$ cat config.mk
export PLATFORM = sky130hd
export DESIGN_NAME = mem_port_arbiter
export DESIGN_NICKNAME = d
export VERILOG_FILES = /design/src/rtl/mem_arb_pkg.sv /design/src/rtl/mem_port_arbiter.sv
export SDC_FILE = /design/constraint.sdc
export NUM_CORES = 1
export LEC_CHECK = 0
export ABC_AREA = 1
export CAP_MARGIN = 20
export CORE_AREA = 5 5 104 106
export CTS_CLUSTER_DIAMETER = 40
export DETAILED_ROUTE_END_ITERATION = 8
export DIE_AREA = 0 0 109 111
export PLACE_DENSITY = 0.78
export SLEW_MARGIN = 30
export SYNTH_ARGS = -nofsm -noshare
export SYNTH_HDL_FRONTEND = slang
export SYNTH_SLANG_ARGS = --single-unit
$ cat constraint.sdc
create_clock -name clock -period 5 [get_ports clock]
set_input_delay 1.25 -clock clock [delete_from_list [all_inputs] [get_ports clock]]
set_output_delay 1.25 -clock clock [all_outputs]
set_load 0.03 [all_outputs]
$ cat src/rtl/mem_arb_pkg.sv
// Shared types for the memory port arbiter: FSM states, owner tags and counter widths.
// Latency: n/a (types and constants only).
// Backpressure: n/a.
package mem_arb_pkg;

    typedef enum logic {
        ARB_IDLE,
        ARB_WAIT_RSP
    } arb_state_e;

    typedef enum logic {
        OWN_IF,
        OWN_D
    } arb_owner_e;

    // Wide enough for STARVE_MAX up to 15.
    localparam int STARVE_CNT_W = 4;

endpackage

$ cat src/rtl/mem_port_arbiter.sv
// Shares one memory port between instruction fetch and data access; data wins, fetch has a starvation guard.
// Latency: requests pass combinationally to memory in IDLE; responses pass through the same cycle (0 added cycles).
// Backpressure: one outstanding transaction; x_req_ready only in IDLE for the selected requester with mem_req_ready.
//
// Ports:
//   clock, reset                      rising-edge clock, asynchronous active-high reset
//   if_req_* / if_rsp_*               fetch request (valid/addr/ready) and response (valid/rdata)
//   d_req_* / d_rsp_*                 data request (valid/we/addr/wdata/be/ready) and response (valid/rdata)
//   mem_req_* / mem_rsp_*             shared backing memory port
//   perf_if_gnt/perf_d_gnt/perf_conflict
//                                     32-bit wrapping event counters, present only when
//                                     MEM_ARB_PERF_EN is defined
module mem_port_arbiter
    import mem_arb_pkg::*;
#(
    parameter int ADDR_W     = 32,
    parameter int DATA_W     = 32,
    parameter int STARVE_MAX = 4
) (
    input  logic                clock,
    input  logic                reset,

    input  logic                if_req_valid,
    input  logic [ADDR_W-1:0]   if_req_addr,
    output logic                if_req_ready,
    output logic                if_rsp_valid,
    output logic [DATA_W-1:0]   if_rsp_rdata,

    input  logic                d_req_valid,
    input  logic                d_req_we,
    input  logic [ADDR_W-1:0]   d_req_addr,
    input  logic [DATA_W-1:0]   d_req_wdata,
    input  logic [DATA_W/8-1:0] d_req_be,
    output logic                d_req_ready,
    output logic                d_rsp_valid,
    output logic [DATA_W-1:0]   d_rsp_rdata,

    output logic                mem_req_valid,
    output logic                mem_req_we,
    output logic [ADDR_W-1:0]   mem_req_addr,
    output logic [DATA_W-1:0]   mem_req_wdata,
    output logic [DATA_W/8-1:0] mem_req_be,
    input  logic                mem_req_ready,
    input  logic                mem_rsp_valid,
    input  logic [DATA_W-1:0]   mem_rsp_rdata
`ifdef MEM_ARB_PERF_EN
    ,
    output logic [31:0]         perf_if_gnt,
    output logic [31:0]         perf_d_gnt,
    output logic [31:0]         perf_conflict
`endif
);

    localparam int BE_W = DATA_W / 8;

    arb_state_e              state;
    arb_owner_e              owner;
    logic                    we_q;
    logic [STARVE_CNT_W-1:0] starve_cnt;

    logic idle;
    logic starved;
    logic sel_if;
    logic sel_d;
    logic accept;
    logic rsp_hit;

    // Reset gates the request side so every output reads 0 while reset is held,
    // even if requesters keep their valids up.
    assign idle    = (state == ARB_IDLE) && !reset;
    assign starved = (starve_cnt == STARVE_CNT_W'(STARVE_MAX));

    // Data normally wins; a starved fetch overrides it.
    assign sel_if  = if_req_valid && (!d_req_valid || starved);
    assign sel_d   = d_req_valid && !sel_if;

    assign mem_req_valid = idle && (sel_if || sel_d);
    assign accept        = mem_req_valid && mem_req_ready;

    assign if_req_ready  = idle && sel_if && mem_req_ready;
    assign d_req_ready   = idle && sel_d  && mem_req_ready;

    always_comb begin
        mem_req_we    = 1'b0;
        mem_req_addr  = '0;
        mem_req_wdata = '0;
        mem_req_be    = '0;
        if (idle && sel_d) begin
            mem_req_we    = d_req_we;
            mem_req_addr  = d_req_addr;
            mem_req_wdata = d_req_wdata;
            mem_req_be    = d_req_be;
        end else if (idle && sel_if) begin
            mem_req_addr  = if_req_addr;
            mem_req_be    = {BE_W{1'b1}};
        end
    end

    // Responses in IDLE (e.g. a late reply to a transaction dropped by reset) are ignored.
    assign rsp_hit      = (state == ARB_WAIT_RSP) && mem_rsp_valid;
    assign if_rsp_valid = rsp_hit && (owner == OWN_IF);
    assign d_rsp_valid  = rsp_hit && (owner == OWN_D);
    assign if_rsp_rdata = if_rsp_valid ? mem_rsp_rdata : '0;
    assign d_rsp_rdata  = (d_rsp_valid && !we_q) ? mem_rsp_rdata : '0;

    always_ff @(posedge clock or posedge reset) begin
        if (reset) begin
            state      <= ARB_IDLE;
            owner      <= OWN_IF;
            we_q       <= 1'b0;
            starve_cnt <= '0;
        end else begin
            case (state)
                ARB_IDLE: begin
                    if (accept) begin
                        state <= ARB_WAIT_RSP;
                        owner <= sel_d ? OWN_D : OWN_IF;
                        we_q  <= sel_d && d_req_we;
                        if (sel_if) begin
                            starve_cnt <= '0;
                        end else if (if_req_valid && !starved) begin
                            starve_cnt <= starve_cnt + 1'b1;
                        end
                    end
                end
                ARB_WAIT_RSP: begin
                    if (mem_rsp_valid) begin
                        state <= ARB_IDLE;
                    end
                end
                default: state <= ARB_IDLE;
            endcase
        end
    end

`ifdef MEM_ARB_PERF_EN
    always_ff @(posedge clock or posedge reset) begin
        if (reset) begin
            perf_if_gnt   <= '0;
            perf_d_gnt    <= '0;
            perf_conflict <= '0;
        end else begin
            if (if_req_ready) begin
                perf_if_gnt <= perf_if_gnt + 32'd1;
            end
            if (d_req_ready) begin
                perf_d_gnt <= perf_d_gnt + 32'd1;
            end
            if (idle && if_req_valid && d_req_valid) begin
                perf_conflict <= perf_conflict + 32'd1;
            end
        end
    end
`endif

endmodule

Word level (Yosys, flattened, before mapping)

Cells that the tools add are included.

Flip-flop bits (word level): 7
Bits in latches: 0
Bits in writable memories: 0
Input bits: 139
Memories: 0
Bits in read-only memories: 0

$mul: 0
Divide/modulo/power cells: 0
Order comparisons: 0
Multiplexer cells: 14
Bitwise gates (word level): 2
Add/sub/neg operators: 1
Eq/ne operators: 1
Shift operators: 0
Reduce and logical (&&, ||, !) cells: 25

Operators with widths:

| kind                  | number |
|---|---|
| $mux W32              | 5 |
| $mux W4               | 4 |
| $logic_and A1 B1 Y1   | 15 |
| $logic_not A1 Y1      | 5 |
| $add A4 B1 Y4 const B | 1 |
| $eq A4 B3 Y1 const B  | 1 |
| $mux W1               | 4 |
| $reduce_and A3 Y1     | 1 |
| $logic_or A1 B1 Y1    | 2 |
| $not A1 Y1            | 2 |
| $pmux W1 S2           | 1 |
| $reduce_and A2 Y1     | 1 |
| $reduce_bool A2 Y1    | 1 |

Longest topological paths before layout

Word-level depth: 10
Depth in mapped cells: 9

Worst setup path after synthesis

OpenSTA, ideal clock, no wires.

Path type: input to output
Start point: input mem_rsp_valid
End point: output if_rsp_rdata[10]
Arrival time: 2.521 ns
Slack: 1.229 ns
Required time: 3.750 ns
Cell stages on the path: 5
Cell sequence: inv_1 -> nor3_2 -> inv_1 -> clkbuf_1 -> nor2_1

Longest elaborated chain between the ends: 3

RTL lines:

| item                   | RTL line                | RTL |
|---|---|---|
| start: declaration     | mem_port_arbiter.sv:44  | `input logic mem_rsp_valid,` |
| $logic_and A1 B1 Y1    | mem_port_arbiter.sv:100 | `assign rsp_hit = (state == ARB_WAIT_RSP) && mem_rsp_valid;` |
| $logic_and A1 B1 Y1    | mem_port_arbiter.sv:101 | `assign if_rsp_valid = rsp_hit && (owner == OWN_IF);` |
| named net if_rsp_valid | mem_port_arbiter.sv:26  | `output logic if_rsp_valid,` |
| $mux W32               | mem_port_arbiter.sv:103 | `assign if_rsp_rdata = if_rsp_valid ? mem_rsp_rdata : '0;` |
| end: declaration       | mem_port_arbiter.sv:27  | `output logic [DATA_W-1:0] if_rsp_rdata,` |

The timed path passes the listed nets, and every way through them passes these cells.

Worst setup path in the final report

Start point: input mem_rsp_valid
End point: output if_rsp_rdata[21]

Longest elaborated chain between the ends: 3

RTL lines:

| item                | RTL line |
|---|---|
| $logic_and A1 B1 Y1 | mem_port_arbiter.sv:100 |
| $logic_and A1 B1 Y1 | mem_port_arbiter.sv:101 |
| $mux W32            | mem_port_arbiter.sv:103 |

Every way passes these cells.

==> results.yml <==
finish:
  fin_nets: 755
  diodes: 0
  final_util_pct: 46.5
  instances_no_fill: 746
  final_cell_mix: "clkdlybuf4s50_1 (204), nor2_1 (100), nand2_1 (86)"
  drive_gt1_share_pct: 14.4
  area_growth_pct: 168
  layout_commonest_cell: "clkdlybuf4s50_1"
sta:
  tns_ns: 0
  slew_violations: 0
  finalCritPeriodShare_pct: 94.7
  worst_pin_slew_ns: 0.599
  hold_ws_ns: 0.474
  clock_skew_ns: 0.000669
  finalHoldViolCount: 0
  fmax_mhz: 211
  rsz0062_at_grt: "false"
  timing.final.crit_period_ns: 4.74
  postLayoutSetupSlackWorst_ns: 0.263
  relSlewSlack_pct: 60.0
  setup_viol: 0
clock_network:
  h-tree-depth: 1
  cts_hold_buf: 0
  cts_num_sinks: 7
  clk_latency_ns: 0.23
  clockBufferDepth: 2
  path_clk_slew_ns: 0.04
  root_buffer: "clkbuf_8"
  cts_made_buffers: 3
  cts_tree: "yes"
worst_hold_path:
  min-delay-start: "we_q"
  hold_depth: 2
  min_to: "we_q"
  hp-class: "flip-flop to flip-flop"
placement:
  dp_hpwl_um: 8570
  io_buffers: 276
  dp_cells: 742
  place.gp.congestion: 0.779
  dp_worst_setup_slack_ns: 0.392
floorplanning:
  ios: 277
  core_area_um2: 9680
  num_rows: 36
  die_area_um2: 12100
  start_util_pct: 17.4
  fp.dieW_um: 109
  fp.dieH_um: 111
drt:
  avgRoutedWirePerCell_um: 13.0
  drt-initial-drc-count: 169
  vias_per_cell: 4.11
  vias: 3069
  drc_errors: 0
  dr_wl_met3_um: 1290
  routed_wl_um: 9720
  ant_nets: 0
  top_layer: "met4"
  firstDrtPassIters: 4
  wl_met2_um: 5210
  route.layer.met1.wl_um: 3120
synth:
  synth_area_per_cell_um2: 4.76
  yosys_warnings: 0
  syn_inst: 353
  synth_fp_nets: 494
  syn_area_um2: 1680
  yosysSeqAreaShare_pct: 10.4
  synth_top_cell_by_area: "nor2_1"
  ys_seq_elements: 7
  synth_top_area_share_pct: 22.3
  synth_area_leaders: "nor2_1 (22%), nand2_1 (19%), inv_1 (17%)"
  synth.distinct_cells: 21
setup_path:
  setup.worst_path.class: "primary input to output pin"
  cp.arrival_ns: 3.49
  rr_worst_depth: 8
  required_ns: 3.75
  endpoint_kind: "output pin"
  cp-start-kind: "primary input"
  r2r_start: "starve_cnt[0]"
  r2r_slack_ns: 3.35
  worstPathMaxFanout: 32
  rr_endpoint: "owner"
job:
  maxCapViolations: 0
grt:
  grt_pass1_wl_um: 14500
  globalRouteOverflowTotal: 0
  grt_max_degree: 43
  grt_pass1_vias: 2962
  antenna_found_initial: 0
  track_usage_pct: 14.6
outcome:
  status: "completed"
power:
  leakagePower_nw: 2.34
  irDropWorstVdd_v: 0.0000999
  pwr_density_cell_nw_per_um2: 134
[layout make-up]
cell class	count	area [um^2]
inverters	79	300
clock buffers	4	45.0
multi-input cells	243	1080
repair buffers	280	2740
well taps	133	166
flip-flops and latches	7	175
fillers	985	5180
[synth_stat cells, drive strengths merged]
library cell,instances
nor3,1
nand2,87
and3,1
o21ai,2
xor2,1
inv,79
ha,2
dfrtp,7
nand4,38
buf,18
nand3b,1
nor2,102
nand3,8
clkbuf,6
[worst max path at each step]
stage	end	startpoint	slack, ns
2_1_floorplan	if_rsp_rdata[10]	mem_rsp_valid	1.23
3_3_place_gp	if_rsp_rdata[16]	mem_rsp_valid	0.55
3_5_place_dp	if_rsp_rdata[21]	mem_rsp_valid	0.39
4_1_cts	if_rsp_rdata[21]	mem_rsp_valid	0.38
5_1_grt	if_rsp_rdata[22]	mem_rsp_valid	0.009
6_report	if_rsp_rdata[21]	mem_rsp_valid	0.26
[cells by family (layout without fill, tap and decap cells)]
family	Yosys count	in the layout	share of synthesized area, %
AND/OR/NAND/NOR	238	238	61.5
buffers and inverters	103	363	25.5
flip-flops	7	7	10.4
adder cells (fa/ha/maj)	2	2	1.49
AO/OA/AOI/OAI	2	2	0.596
XOR/XNOR	1	1	0.521
[metal layers]
layer / vias up / GRT usage [%]
met3: 8 / 5.53
met2: 178 / 29.8
li1: 1567 / -
met5: - / 0
met4: 0 / 2.69
met1: 1316 / 13.1
[metrics by stage]
stage               power (mW)  instance area (um^2)
floorplan                0.300                  1680
global placement         0.518                  4450
detailed placement       0.527                  4450
CTS                      0.610                  4500
global route             0.643                  4500
finish                   0.602                  4500
[report_power, final]
group | switching, mW | leakage [nW] | internal (mW)
clock | 0.0243 | 0.0228 | 0.0551
sequential | 0.0166 | 0.0917 | 0.0705
combinational | 0.227 | 2.22 | 0.208
[state kept, by name, indices dropped and copies added, names as in the netlist]
signal / cells
state: 1
we_q: 1
starve_cnt: 4
owner: 1
[worst max-delay path: stages]
cell	delay, ns
clkdlybuf4s50_1	0.49
inv_1	0.05
nor3_2	0.22
clkinvlp_4	0.50
nor2_1	0.26
clkdlybuf4s50_1	0.70
[timing repair]
action                                  in CTS  in global routing
resized for setup                            0                  1
buffers inserted                             0                  0
endpoints found under the setup margin       0                 32
(Power assumes the default switching activity.)
